## config.mk

```make
export PLATFORM = sky130hd
export DESIGN_NAME = glyph_capture
export DESIGN_NICKNAME = d
export VERILOG_FILES = /design/src/rtl/glyph_pkg.sv /design/src/rtl/glyph_cell_index.sv /design/src/rtl/glyph_capture.sv
export SDC_FILE = /design/constraint.sdc
export NUM_CORES = 1
export LEC_CHECK = 0
export ABC_AREA = 1
export CORE_MARGIN = 2
export CORE_UTILIZATION = 40
export CTS_BUF_LIST = sky130_fd_sc_hd__clkbuf_4
export DETAILED_ROUTE_END_ITERATION = 12
export PLACE_DENSITY = 0.7
export SLEW_MARGIN = 20
export SYNTH_ARGS = -nofsm -noshare
export SYNTH_HDL_FRONTEND = slang
export SYNTH_SLANG_ARGS = --single-unit
export TNS_END_PERCENT = 50
```

## constraint.sdc

```tcl
create_clock -name clk -period 6.9 [get_ports clk]
set_input_delay 1.38 -clock clk [delete_from_list [all_inputs] [get_ports clk]]
set_output_delay 1.38 -clock clk [all_outputs]
set_load 0.01 [all_outputs]
```

## src/rtl/glyph_pkg.sv

```systemverilog
// Shared types and constants for the glyph capture block and its cell-index helper.
// Cells are 8x8 pixels; a glyph box is 4 columns by 5 rows of cells.
package glyph_pkg;

    localparam int CELL_SH = 3;
    localparam int GLYPH_W = 32;
    localparam int GLYPH_H = 40;
    localparam int NCELLS  = 20;

    typedef enum logic [1:0] {
        IDLE    = 2'd0,
        ARMED   = 2'd1,
        CAPTURE = 2'd2,
        DONE    = 2'd3
    } state_t;

    // Flat bitmap position of a cell: row-major, four cells per row.
    function automatic logic [4:0] cell_bit(input logic [2:0] row, input logic [1:0] col);
        return {row, 2'b00} + {3'b000, col};
    endfunction

endpackage

```

## src/rtl/glyph_cell_index.sv

```systemverilog
// Combinational mapping of a scan pixel onto the glyph box anchored at (ox, oy).
// Shared with the renderer-side checkers, so it carries no state.
module glyph_cell_index
    import glyph_pkg::*;
#(
    parameter int CW = 10
) (
    input  logic [CW-1:0] x,
    input  logic [CW-1:0] y,
    input  logic [CW-1:0] ox,
    input  logic [CW-1:0] oy,
    output logic          in_box,
    output logic [2:0]    row,
    output logic [1:0]    col,
    output logic          row_ok
);

    logic [CW-1:0] x_end;
    logic [CW-1:0] y_end;

    // Box ends wrap at CW bits on purpose; an origin near the edge yields an empty box.
    assign x_end = ox + CW'(GLYPH_W);
    assign y_end = oy + CW'(GLYPH_H);

    assign in_box = (x > ox) && (x < x_end) && (y > oy) && (y < y_end);

    assign col    = x[CELL_SH+1:CELL_SH] - ox[CELL_SH+1:CELL_SH];
    assign row    = y[CELL_SH+2:CELL_SH] - oy[CELL_SH+2:CELL_SH];
    assign row_ok = (row <= 3'd4);

endmodule

```

## src/rtl/glyph_capture.sv

```systemverilog
// Rebuilds the 4x5 cell bitmap and lit-pixel count of the glyph at (x0, y0)
// from one full frame of the (x, y, disp) scan stream.
module glyph_capture
    import glyph_pkg::*;
#(
    parameter int CW    = 10,
    parameter int CNT_W = 11
) (
    input  logic              clk,
    input  logic              rst_n,
    input  logic [CW-1:0]     x,
    input  logic [CW-1:0]     y,
    input  logic              pix_valid,
    input  logic              frame_start,
    input  logic              disp,
    input  logic [CW-1:0]     x0,
    input  logic [CW-1:0]     y0,
    input  logic              start,
    output logic              busy,
    output logic              bitmap_valid,
    input  logic              bitmap_ready,
    output logic [NCELLS-1:0] bitmap,
    output logic [CNT_W-1:0]  pix_count
);

    state_t        state;
    state_t        state_nxt;
    logic [CW-1:0] ox;
    logic [CW-1:0] oy;
    logic          arm;
    logic          acc_en;
    logic          acc;
    logic          frame_tick;
    logic          in_box;
    logic [2:0]    row;
    logic [1:0]    col;
    logic          row_ok;

    glyph_cell_index #(
        .CW (CW)
    ) u_index (
        .x      (x),
        .y      (y),
        .ox     (ox),
        .oy     (oy),
        .in_box (in_box),
        .row    (row),
        .col    (col),
        .row_ok (row_ok)
    );

    assign frame_tick = pix_valid && frame_start;

    always_ff @(posedge clk or negedge rst_n) begin
        if (!rst_n) begin
            state <= IDLE;
        end else begin
            state <= state_nxt;
        end
    end

    // The arming frame_start pixel belongs to the captured frame; the closing one does not.
    always_comb begin
        state_nxt = state;
        arm       = 1'b0;
        acc_en    = 1'b0;
        case (state)
            IDLE: begin
                if (start) begin
                    state_nxt = ARMED;
                    arm       = 1'b1;
                end
            end
            ARMED: begin
                if (frame_tick) begin
                    state_nxt = CAPTURE;
                    acc_en    = 1'b1;
                end
            end
            CAPTURE: begin
                if (frame_tick) begin
                    state_nxt = DONE;
                end else begin
                    acc_en = 1'b1;
                end
            end
            DONE: begin
                if (bitmap_ready) begin
                    state_nxt = IDLE;
                end
            end
            default: begin
                state_nxt = IDLE;
            end
        endcase
    end

    assign acc = acc_en && pix_valid && in_box && disp && row_ok;

    always_ff @(posedge clk or negedge rst_n) begin
        if (!rst_n) begin
            ox        <= '0;
            oy        <= '0;
            bitmap    <= '0;
            pix_count <= '0;
        end else if (arm) begin
            ox        <= x0;
            oy        <= y0;
            bitmap    <= '0;
            pix_count <= '0;
        end else if (acc) begin
            bitmap <= bitmap | (NCELLS'(1) << cell_bit(row, col));
            if (pix_count != {CNT_W{1'b1}}) begin
                pix_count <= pix_count + CNT_W'(1);
            end
        end
    end

    // Result handshake: bitmap_valid is high exactly in DONE, bitmap/pix_count are
    // frozen while it is high, and it only drops on the edge after bitmap_ready is seen.
    assign busy         = (state == ARMED) || (state == CAPTURE);
    assign bitmap_valid = (state == DONE);

endmodule

```

* Word-level counts from Yosys, hierarchy flattened
Cells that the tools add are included.
** Storage, ports and cells
- Bits in writable memories :: 0
- Input bits :: 47
- Output and inout port bits :: 33
- Memories kept :: 0
- Bits in latches :: 0
- Register bits after elaboration :: 53
- Bits in read-only memories :: 0
- Logic and storage cells :: 55
** Operators by class
- Bitwise logic cells :: 1
- Div/mod/pow operators :: 0
- Multiply operators :: 0
- Shift operators :: 1
- Reduce and logical (&&, ||, !) cells :: 14
- Equal/unequal tests :: 8
- Add/subtract/negate cells :: 6
- Multiplexer cells :: 15
- Magnitude comparators :: 5
** Operators with widths (count)
- $mux W20 :: 2
- $mux W11 :: 3
- $add A10 B6 Y10 const B :: 2
- $gt A10 B10 Y1 :: 2
- $lt A10 B10 Y1 :: 2
- $or A20 B20 Y20 :: 1
- $shl A1 B5 Y20 const A :: 1
- $add A11 B1 Y11 const B :: 1
- $ne A11 B11 Y1 const B :: 1
- $logic_and A1 B1 Y1 :: 8
- $mux W2 :: 4
- $pmux W2 S4 :: 1
- $ne A2 B2 Y1 const B :: 3
- $add A5 B2 Y5 :: 1
- $eq A2 B2 Y1 const B :: 2
- $mux W1 :: 4
- $reduce_and A4 Y1 :: 1
- $reduce_bool A2 Y1 :: 2
- $le A3 B3 Y1 const B :: 1
- $sub A3 B3 Y3 :: 1
- $eq A2 B1 Y1 const B :: 1
- $logic_not A2 Y1 :: 1
- $ne A2 B1 Y1 const B :: 1
- $pmux W1 S2 :: 1
- other kinds (3) :: 3

* Longest topological paths before layout
Gate-level depths: netlist of the first run.
- Depth after elaboration :: 10
- Depth in mapped cells :: 18
- Mapped depth without buffers :: 17

* By module
From an unflattened synthesis of the first run, not the netlist that was laid out.
** Unflattened totals
- Cell total of the unflattened synthesis :: 462
- Area total of the unflattened synthesis :: 3527.1 um^2
** By module, submodules not included
- glyph_capture :: sequential area each 1326.3 um^2, times used 1, cells an instance 295, area an instance 2443.6 um^2
- glyph_cell_index :: sequential area each 0.0 um^2, times used 1, cells an instance 167, area an instance 1083.5 um^2

* Worst setup path before layout of the first run
Ideal clock, no wire load.
- Path type :: input -> register
- Start :: input y[3]
- End :: register bitmap[12]
- Library setup time :: 116 ps
- Cell stages on the path :: 15
- Path slack :: 3617 ps
- Path buffers :: 1
- Data arrival time :: 3167 ps
- Data required time :: 6784 ps
- Cell sequence :: inv_1 -> ha_1 -> inv_1 -> fa_1 -> inv_2 -> nand2_2 -> nand2_1 -> nand3_1 -> nor2_2 -> nand4_4 -> nor2_8 -> nor2_8 -> buf_6 -> nand2_2 -> nand2_1
** Between the ends
- Word-level cells in the longest chain between the ends :: 7
- Elaborated cells between the ends (all ways) :: 15
- Those cells by class :: add/sub: 2; order compare: 3; shift: 1; mux: 2; bitwise: 1; reduce/logical: 6
** RTL lines
- start, declared :: RTL line glyph_capture.sv:12 : input logic [CW-1:0] y,
- parallel branches: the longest is 7 deep, another holds $add A5 B2 Y5
- end signal, assigned :: RTL line glyph_capture.sv:112 : bitmap <= bitmap | (NCELLS'(1) << cell_bit(row, col));
- end, declared :: RTL line glyph_capture.sv:22 : output logic [NCELLS-1:0] bitmap,
Several ways; the timed one is not identified. The select of a mux whose other input is x is not followed.
A chain may end at the register's enable or synchronous reset.

* Worst setup path after layout of the first run
- Start :: input y[3]
- End :: register bitmap[10]
Same word-level chain as after synthesis.

==> flow_summary.json, run 1 <==
{
  "row_count": 35,
  "min_period_over_period_pct": 54.29,
  "start_util_pct": 41.41,
  "cts_sinks": 53,
  "critPathLaunchType": "input port",
  "n_antenna_cell": 0,
  "synth-edff-count": 0,
  "cts_buffers": 5,
  "clkSlewWorstSetupHoldPaths_ns": 0.16,
  "hold_class": "flip-flop to flip-flop",
  "yosysTopAreaCell": "dfrtp_1",
  "hold_end": "oy[0]",
  "rr_startpoint": "oy[3]",
  "postSynthAreaPerCell_um2": 7.592,
  "synth_cell_types": 31,
  "maxSlewViolCount": 0,
  "hpwl_um": 6921,
  "post_dp_cell_area_um2": 4692,
  "clock-root-buffer": "clkbuf_4",
  "grt_usage_pct": 18.88,
  "ys_seq_area_share_pct": 34.66,
  "p_leak_nw": 2.426,
  "rsz0062_at_grt": "no",
  "peakVddDrop_mv": 0.1556,
  "nets": 667,
  "cap_violations": 0,
  "holdPathStages": 2,
  "cts.repair.resized": 0,
  "die_h_um": 101.8,
  "ant_nets": 0,
  "io_pins": 80,
  "highest_layer": "met4",
  "tightestPinTransition_ns": 1.053,
  "drt-met1-wl_um": 4261,
  "place.gp.congestion": 0.8413,
  "grt_pass1_vias": 3416,
  "ys.flop_type": "dfrtp_1",
  "max_freq_mhz": 266.9,
  "hold_buffers": 0,
  "wl_met3_um": 302,
  "dp_cells": 699,
  "hold_viol_final": 0,
  "cts_setup_buffers": 0,
  "crit_arrival_ns": 4.04,
  "setup_ws_ns": 3.154,
  "die_w_um": 101.8,
  "io_buffers": 79,
  "drive_above_1_share_pct": 6.920,
  "async_reset_ff_share_pct": 100.0,
  "finalNonFillerCells": 707,
  "design_area_um2": 4752,
  "drt_pass1_iterations": 4,
  "area_delta_synth_final_pct": 24.20,
  "syn_nets": 594,
  "clockBufferDepth": 2,
  "outcome": "finished, final reports clean",
  "relSlewSlack_pct": 29.64,
  "grt_max_degree": 56,
  "grt_overflow_total": 0,
  "reg2reg_setup_slack_ns": 4.00,
  "synth.cell_area_um2": 3826,
  "dieArea_um2": 10360,
  "rr_worst_depth": 15,
  "drtIter0Drc": 146,
  "finClkSkew_ns": 0.01577,
  "synth-seq-cells": 53,
  "layout_min_cycle_time_ns": 3.746,
  "core-area_um2": 9240,
  "antenna_found_initial": 0,
  "cp_max_fo": 16,
  "grt_pass1_wl_um": 15620,
  "place_ws_ns": 2.726,
  "h-tree-depth": 2,
  "synth_top_area_share_pct": 34.66,
  "holdWs_ns": 0.5146,
  "wirelength_um": 9165,
  "critPathRequiredTime_ns": 7.20,
  "vias": 3415,
  "synth_top_cells_by_area": "dfrtp_1, ha_1, nand2_1",
  "clock_latency_ns": 0.39,
  "min_from": "oy[0]",
  "cts_tree": "built",
  "yosys_warnings": 0,
  "rr_endpoint": "bitmap[4]",
  "post_drt_wl_per_cell_um": 12.96,
  "cellPowerDensity_nw_per_um2": 337.5,
  "endpoint_kind": "flip-flop",
  "worstSetupPathType": "input port to flip-flop",
  "drc": 0,
  "syn_inst": 504,
  "timing.setup.tns_ns": 0,
  "viasPerCell": 4.830,
  "met2_wirelength_um": 4537,
  "setup_viol": 0
}
## synthesized netlist by cell type, types with 3 or more instances
library cell	instances
nor3_1	3
inv_2	3
o21ai_0	25
dfrtp_1	53
inv_1	68
a31o_2	3
buf_2	5
xnor2_1	3
clkbuf_1	5
nand2_2	13
nor2_2	3
nand3_2	3
nor2_1	40
nand3_1	31
a21oi_1	26
nand2_1	135
nand4_1	11
ha_1	42
xor2_1	13
buf_6	4
## worst max-delay path by stage
stage | from | to | slack [ns] | cells after the start
3_3_place_gp | y[3] | bitmap[10] | 2.85 | 16
6_report | y[3] | bitmap[10] | 3.15 | 16
4_1_cts | y[3] | bitmap[10] | 3.16 | 16
2_1_floorplan | y[3] | bitmap[12] | 3.62 | 15
3_5_place_dp | y[3] | bitmap[10] | 2.73 | 16
5_1_grt | y[3] | bitmap[10] | 2.80 | 16
## state kept, by name, summed over array words and instances, names as in the netlist
name and count:
state 2, ox 10, oy 10, pix_count 11, bitmap 20
## layout make-up
cell class                 instances  area [um^2]
timing repair buffer              80        793.3
inverter                          71        266.5
tap                              129        161.4
clock buffer                       5        37.54
clock inverter                     3        22.52
sequential                        53         1326
fill                             930         4488
multi-input combinational        366         2145
## stage by stage
step	total power, mW	utilization, %
4_1_cts	1.618	51.43
3_3_place_gp	1.432	50.78
3_5_place_dp	1.462	50.78
5_1_grt	1.773	51.43
2_1_floorplan	1.171	-
6_report	1.604	51.43
## power breakdown
group	switching [mW]	internal [mW]	leakage, nW
Clock	0.107	0.0408	0.0352
Sequential	0.0869	0.415	0.697
Combinational	0.565	0.390	1.69
## cell usage in the layout (no fill, tap or decap), drive strengths merged, types with 3 or more instances in the layout
| cell type | Yosys | routed |
|---|---|---|
| o21ai | 25 | 25 |
| a31o | 3 | 3 |
| nand2 | 148 | 148 |
| inv | 71 | 71 |
| nand4 | 12 | 12 |
| nand3 | 34 | 34 |
| nor2 | 45 | 45 |
| dfrtp | 53 | 53 |
| clkinv | 0 | 3 |
| xnor2 | 3 | 3 |
| ha | 42 | 42 |
| clkbuf | 5 | 5 |
| nor3 | 3 | 3 |
| xor2 | 13 | 13 |
| clkdlybuf4s50 | 0 | 78 |
| a21oi | 27 | 27 |
## per-layer routing
layer | GRT usage, % | up-vias
li1 | - | 1753
met2 | 33.86 | 60
met1 | 23.78 | 1598
met5 | 0 | -
met3 | 3.520 | 4
met4 | 3.534 | 0
## cells by family after synthesis
logic type               share of synthesized area (%)
AO/OA/AOI/OAI                                    8.829
XOR/XNOR                                         3.663
adder cells (fa/ha/maj)                          14.26
buffers and inverters                            9.287
flip-flops                                       34.66
AND/OR/NAND/NOR                                  29.30
## critical path, stage by stage
cell and delay, ns:
clkdlybuf4s50_1 0.46, inv_1 0.08, ha_1 0.14, inv_1 0.04, fa_1 0.37, nand2_1 0.07, inv_1 0.04, nor2_1 0.49
nand2_1 0.13, nand3_1 0.13, nor2_2 0.06, nand3_1 0.08, nor2_2 0.05, nand2_1 0.06, nand2_2 0.19, o21ai_0 0.28
No activity file was read; power rests on OpenSTA's default activity.
==> inputs of run 2 (changes only) <==
PLACE_DENSITY = 0.73   (was 0.7)
clock period = 3.2 ns   (was 6.9 ns; I/O delays follow)
==> run 2 against run 1 <==
Register-to-register slack got worse by 3.6 ns; routed wire length decreased by 0.91%; sequential share of layout area decreased by 0.48 points; combinational power increased by 120%; via count increased by 1.3%; worst setup slack got worse by 2.8 ns; cell area increased by 1.8%; sequential power increased by 120%; utilization increased by 0.91 points; first-iteration DRC count decreased by 23%.
==> flow_summary.json, run 2 (synthesis gave the netlist of run 1 again) <==
{
  "ant_nets": 0,
  "net-switching-power_mw": 1.639,
  "endpoint_kind": "flip-flop",
  "die_w_um": 101.8,
  "dp_cells": 707,
  "drtIter0Drc": 112,
  "finalNonFillerCells": 715,
  "post_dp_cell_area_um2": 4752,
  "n_antenna_cell": 0,
  "grt_usage_pct": 19.03,
  "viasPerCell": 4.839,
  "crit_arrival_ns": 3.17,
  "worstSetupPathType": "flip-flop to flip-flop",
  "grt_pass1_vias": 3395,
  "drive_above_1_share_pct": 8.191,
  "critPathLaunchType": "flip-flop",
  "cts_tree": "built",
  "cp_max_fo": 12,
  "min_period_over_period_pct": 88.47,
  "cp_num_buf_inv": 1,
  "hold_buffers": 0,
  "layout_commonest_cell": "nand2_1",
  "fillers": 901,
  "cts_buffers": 5,
  "clock-root-buffer": "clkbuf_4",
  "reg.largest.list": "bitmap: 20 flops, pix_count: 11 flops",
  "io_buffers": 79,
  "grt_max_degree": 31,
  "outcome": "finished, final reports clean",
  "rsz0062_at_grt": "no",
  "cts.repair.resized": 0,
  "layout_min_cycle_time_ns": 2.831,
  "path_common_cell": "nand2_1",
  "final_cell_mix": "nand2_1, clkdlybuf4s50_1, inv_1",
  "cap_violations": 0,
  "grt_pass1_wl_um": 15750,
  "cts_sinks": 53,
  "antenna_found_initial": 0,
  "wirelength_um": 9082,
  "die_h_um": 101.8,
  "drc": 0,
  "critPathRequiredTime_ns": 3.54,
  "largest_reg_flops": 20,
  "start_util_pct": 41.41,
  "max_stage_delay_ns": 0.45,
  "crit_chain": "ha_1 > o21ai_0 > nor3_1 > xor2_1 > ha_1 > nand2_1 > nand2_1 > nor2_1 > nand3_1 > nor2_2 > nand4_4 > nor2_8 > buf_4 > nand4_1 > nand2_1",
  "design_area_um2": 4836,
  "relSlewSlack_pct": 59.66,
  "p_leak_nw": 2.476,
  "intPower_mw": 1.956,
  "row_count": 35,
  "multi_input_area_um2": 2145,
  "cts_setup_buffers": 0,
  "drt_pass1_iterations": 4,
  "hpwl_um": 7033,
  "timing.setup.tns_ns": 0,
  "nets": 675,
  "setup_ws_ns": 0.3688,
  "regMostFlops": "bitmap",
  "max_freq_mhz": 353.2,
  "clockBufferDepth": 2,
  "hold_viol_final": 0,
  "grt_overflow_total": 0,
  "place_ws_ns": 0.02193,
  "combPwrFrac_pct": 58.7,
  "h-tree-depth": 2,
  "finClkSkew_ns": 0.01117,
  "core-area_um2": 9240,
  "hold_class": "input port to asynchronous set/reset pin",
  "setup_viol": 0,
  "place.gp.congestion": 0.8568,
  "tightestPinTransition_ns": 0.6051,
  "area_delta_synth_final_pct": 26.39,
  "cp_slowest_cell": "dfrtp_1",
  "clkSlewWorstSetupHoldPaths_ns": 0.16,
  "maxSlewViolCount": 0,
  "io_pins": 80,
  "p_sw_share_pct": 45.59,
  "dieArea_um2": 10360,
  "seqPwrFrac_pct": 30.1,
  "cellPowerDensity_nw_per_um2": 743.4,
  "post_drt_wl_per_cell_um": 12.70,
  "clock_latency_ns": 0.39,
  "peakVddDrop_mv": 0.3516,
  "power_frac_clock_pct": 11.2,
  "crit_family": "simple AND/OR/NAND/NOR gates",
  "vias": 3460,
  "layout.area.seq_um2": 1326
}
## run 2: cell types whose count changed in the layout (fill, tap and decap cells not counted), sizes merged
cell | before | now
buf | 2 | 10
clkinv | 3 | 1
bufinv | 0 | 1
clkbuf | 5 | 6
## run 2: layer usage
metal | wire, um | track usage [%]
met5 | 0 | 0
met4 | 172 | 6.237
met3 | 353 | 3.313
met2 | 4351 | 31.68
met1 | 4205 | 25.11
## run 2: power groups by stage
stage	logic [mW]	registers (mW)	clock network (mW)
after floorplan	1.44	1.09	0
after global placement	2.06	1.09	0
after detailed placement	2.12	1.09	0
after CTS	2.13	1.08	0.410
after global routing	2.45	1.12	0.435
final	2.11	1.08	0.404
## run 2: worst paths after layout
path | from | slack, ns | cells after the start | end
max | oy[3] | 0.37 | 15 | pix_count[2]
min | rst_n | 0.22 | 1 | state[0]
max reg2reg | oy[3] | 0.37 | 15 | pix_count[2]
min reg2reg | oy[0] | 0.52 | 2 | oy[0]
max in group asynchronous | rst_n | 2.16 | 2 | pix_count[2]
min in group clk | oy[0] | 0.52 | 2 | oy[0]
## run 2: final cells by class
type	count	share of cell area [%]
Timing Repair Buffer	88	17.65
Multi-Input combinational cell	366	44.35
Inverter	71	5.511
Clock inverter	2	0.8021
Tap cell	129	3.338
Sequential cell	53	27.43
Clock buffer	6	0.9314
## run 2: per-stage QoR
step / hold slack (ns) / utilization [%] / total power, mW
after floorplan: 0.3444 / - / 2.526
after global placement: 0.4728 / 51.43 / 3.149
after detailed placement: 0.4758 / 51.43 / 3.210
after CTS: 0.2373 / 52.34 / 3.621
after global routing: 0.2455 / 52.34 / 4.003
final: 0.2222 / 52.34 / 3.595
==> inputs of run 3 (changes only) <==
CORE_UTILIZATION = 28   (was 40)
PLACE_DENSITY = 0.56   (was 0.73)
==> run 3 against run 2 <==
Non-clock buffer count decreased by 2; critical path type unchanged; sequential power about the same; largest power group unchanged; final cell count increased by 6.3%; combinational power increased by 2%; cell area increased by 1.1%; first-iteration DRC count increased by 28%.
==> flow_summary.json, run 3 (synthesis gave the netlist of run 1 again) <==
{
  "finClkSkew_ns": 0.02610,
  "relSlewSlack_pct": 56.70,
  "h-tree-depth": 2,
  "clockBufferDepth": 2,
  "tightestPinTransition_ns": 0.6495,
  "ant_nets": 0,
  "die_w_um": 120.9,
  "drc": 0,
  "final_cell_mix": "nand2_1, clkdlybuf4s50_1, inv_1",
  "wl_met3_um": 429,
  "reg2reg_setup_slack_ns": 0.28,
  "max_freq_mhz": 342.7,
  "critPathRequiredTime_ns": 3.50,
  "outcome": "finished, final reports clean",
  "worstSetupPathType": "flip-flop to flip-flop",
  "io_buffers": 79,
  "viasPerCell": 4.476,
  "cts.repair.resized": 0,
  "crit_family": "simple AND/OR/NAND/NOR gates",
  "hold_viol_final": 0,
  "grt_pass1_vias": 3448,
  "peakVddDrop_mv": 0.2985,
  "regMostFlops": "bitmap",
  "grt_overflow_total": 0,
  "critPathLaunchType": "flip-flop",
  "maxSlewViolCount": 0,
  "endpoint_kind": "flip-flop",
  "row_count": 42,
  "drt-met1-wl_um": 4779,
  "hold_buffers": 0,
  "die_h_um": 120.9,
  "post_drt_wl_per_cell_um": 13.09,
  "largest_reg_flops": 20,
  "grt_pass1_wl_um": 16850,
  "drt_pass1_iterations": 4,
  "cp_slowest_cell": "dfrtp_1",
  "cts_buffers": 5,
  "grt_max_degree": 34,
  "start_util_pct": 28.78,
  "setup_viol": 0,
  "hpwl_um": 7688,
  "vias": 3402,
  "highest_layer": "met4",
  "post-route-util_pct": 36.78,
  "io_pins": 80,
  "wirelength_um": 9952,
  "met2_wirelength_um": 4683,
  "cts_tree": "built",
  "min_period_over_period_pct": 91.18,
  "drtIter0Drc": 143,
  "path_common_cell": "nand2_1",
  "reg.largest.list": "bitmap: 20 flops, pix_count: 11 flops",
  "clock_latency_ns": 0.40,
  "clock-root-buffer": "clkbuf_4",
  "cap_violations": 0,
  "area_delta_synth_final_pct": 27.80,
  "layout_commonest_cell": "nand2_1",
  "cp_max_fo": 18,
  "place.gp.congestion": 0.8014,
  "n_antenna_cell": 0,
  "cp_num_buf_inv": 0,
  "core-area_um2": 13300,
  "timing.setup.tns_ns": 0,
  "crit_chain": "ha_1 > o21ai_0 > nor3_1 > xor2_1 > ha_1 > nand2_1 > nand2_1 > nor2_1 > nand3_1 > nor2_2 > nand4_4 > nor2_8 > nor2_8 > nand2_2 > nand2_1",
  "cellPowerDensity_nw_per_um2": 744.4,
  "antenna_found_initial": 0,
  "layout_min_cycle_time_ns": 2.918,
  "rsz0062_at_grt": "no",
  "grt_usage_pct": 14.46,
  "nets": 673,
  "clkSlewWorstSetupHoldPaths_ns": 0.19,
  "max_stage_delay_ns": 0.45,
  "drive_above_1_share_pct": 7.877,
  "p_leak_nw": 2.469,
  "cts_setup_buffers": 0,
  "hold_class": "input port to asynchronous set/reset pin",
  "cts_sinks": 53,
  "dieArea_um2": 14620,
  "crit_arrival_ns": 3.21
}
-- run 3: cell count changes in the layout (fill, tap and decap cells not counted) --
| cell | previous run | this run |
|---|---|---|
| buf_12 | 0 | 1 |
| clkbuf_4 | 6 | 5 |
| inv_6 | 0 | 1 |
| clkinv_4 | 1 | 0 |
| buf_4 | 9 | 6 |
| clkinv_2 | 0 | 1 |
-- run 3: worst reg2reg max path, stage by stage (launching register included) --
cell and delay [ns]:
dfrtp_1 0.45, ha_1 0.24, o21ai_0 0.31, nor3_1 0.10
xor2_1 0.16, ha_1 0.30, nand2_1 0.07, nand2_1 0.04
nor2_1 0.15, nand3_1 0.11, nor2_2 0.15, nand4_4 0.13
nor2_8 0.31, nor2_8 0.13, nand2_2 0.10, nand2_1 0.05
-- run 3: area by class of cell --
| type | instances | area [um^2] |
|---|---|---|
| clock buffer | 5 | 37.54 |
| clock inverter | 3 | 43.79 |
| fill | 1408 | 8406 |
| inverter | 71 | 266.5 |
| multi-input combinational | 366 | 2145 |
| sequential | 53 | 1326 |
| tap | 176 | 220.2 |
| timing repair buffer | 86 | 850.8 |
-- run 3: path summary, 6_finish.rpt --
check	startpoint	cells past startpoint	to
max in group asynchronous	rst_n	2	bitmap[0]
min in group clk	oy[0]	2	oy[0]
setup / recovery	oy[3]	15	bitmap[7]
hold reg to reg	oy[0]	2	oy[0]
setup reg to reg	oy[3]	15	bitmap[7]
hold / removal	rst_n	1	state[0]
-- run 3: power by group --
group	leakage [nW]	switching [mW]	internal [mW]
combinational	1.73	1.26	0.896
clock	0.0456	0.240	0.166
sequential	0.697	0.183	0.894
-- run 3: per-stage QoR --
stage	hold slack, ns	instance area (um^2)	cells	power (mW)	worst slack, ns
2_1_floorplan	0.3444	3826	504	2.526	0.6569
3_5_place_dp	0.4838	4808	752	3.258	0.01154
5_1_grt	0.2435	4890	760	4.046	0.06068
6_report	0.2307	4890	760	3.640	0.2823
3_3_place_gp	0.4688	4808	752	3.204	0.04041
4_1_cts	0.2367	4890	760	3.685	0.2553
-- run 3: per-layer routing --
| metal | GRT usage, % | up-vias |
|---|---|---|
| met5 | 0 | - |
| met1 | 19.31 | 1565 |
| met4 | 3.634 | 0 |
| met2 | 23.88 | 67 |
| met3 | 2.961 | 4 |
| li1 | - | 1766 |
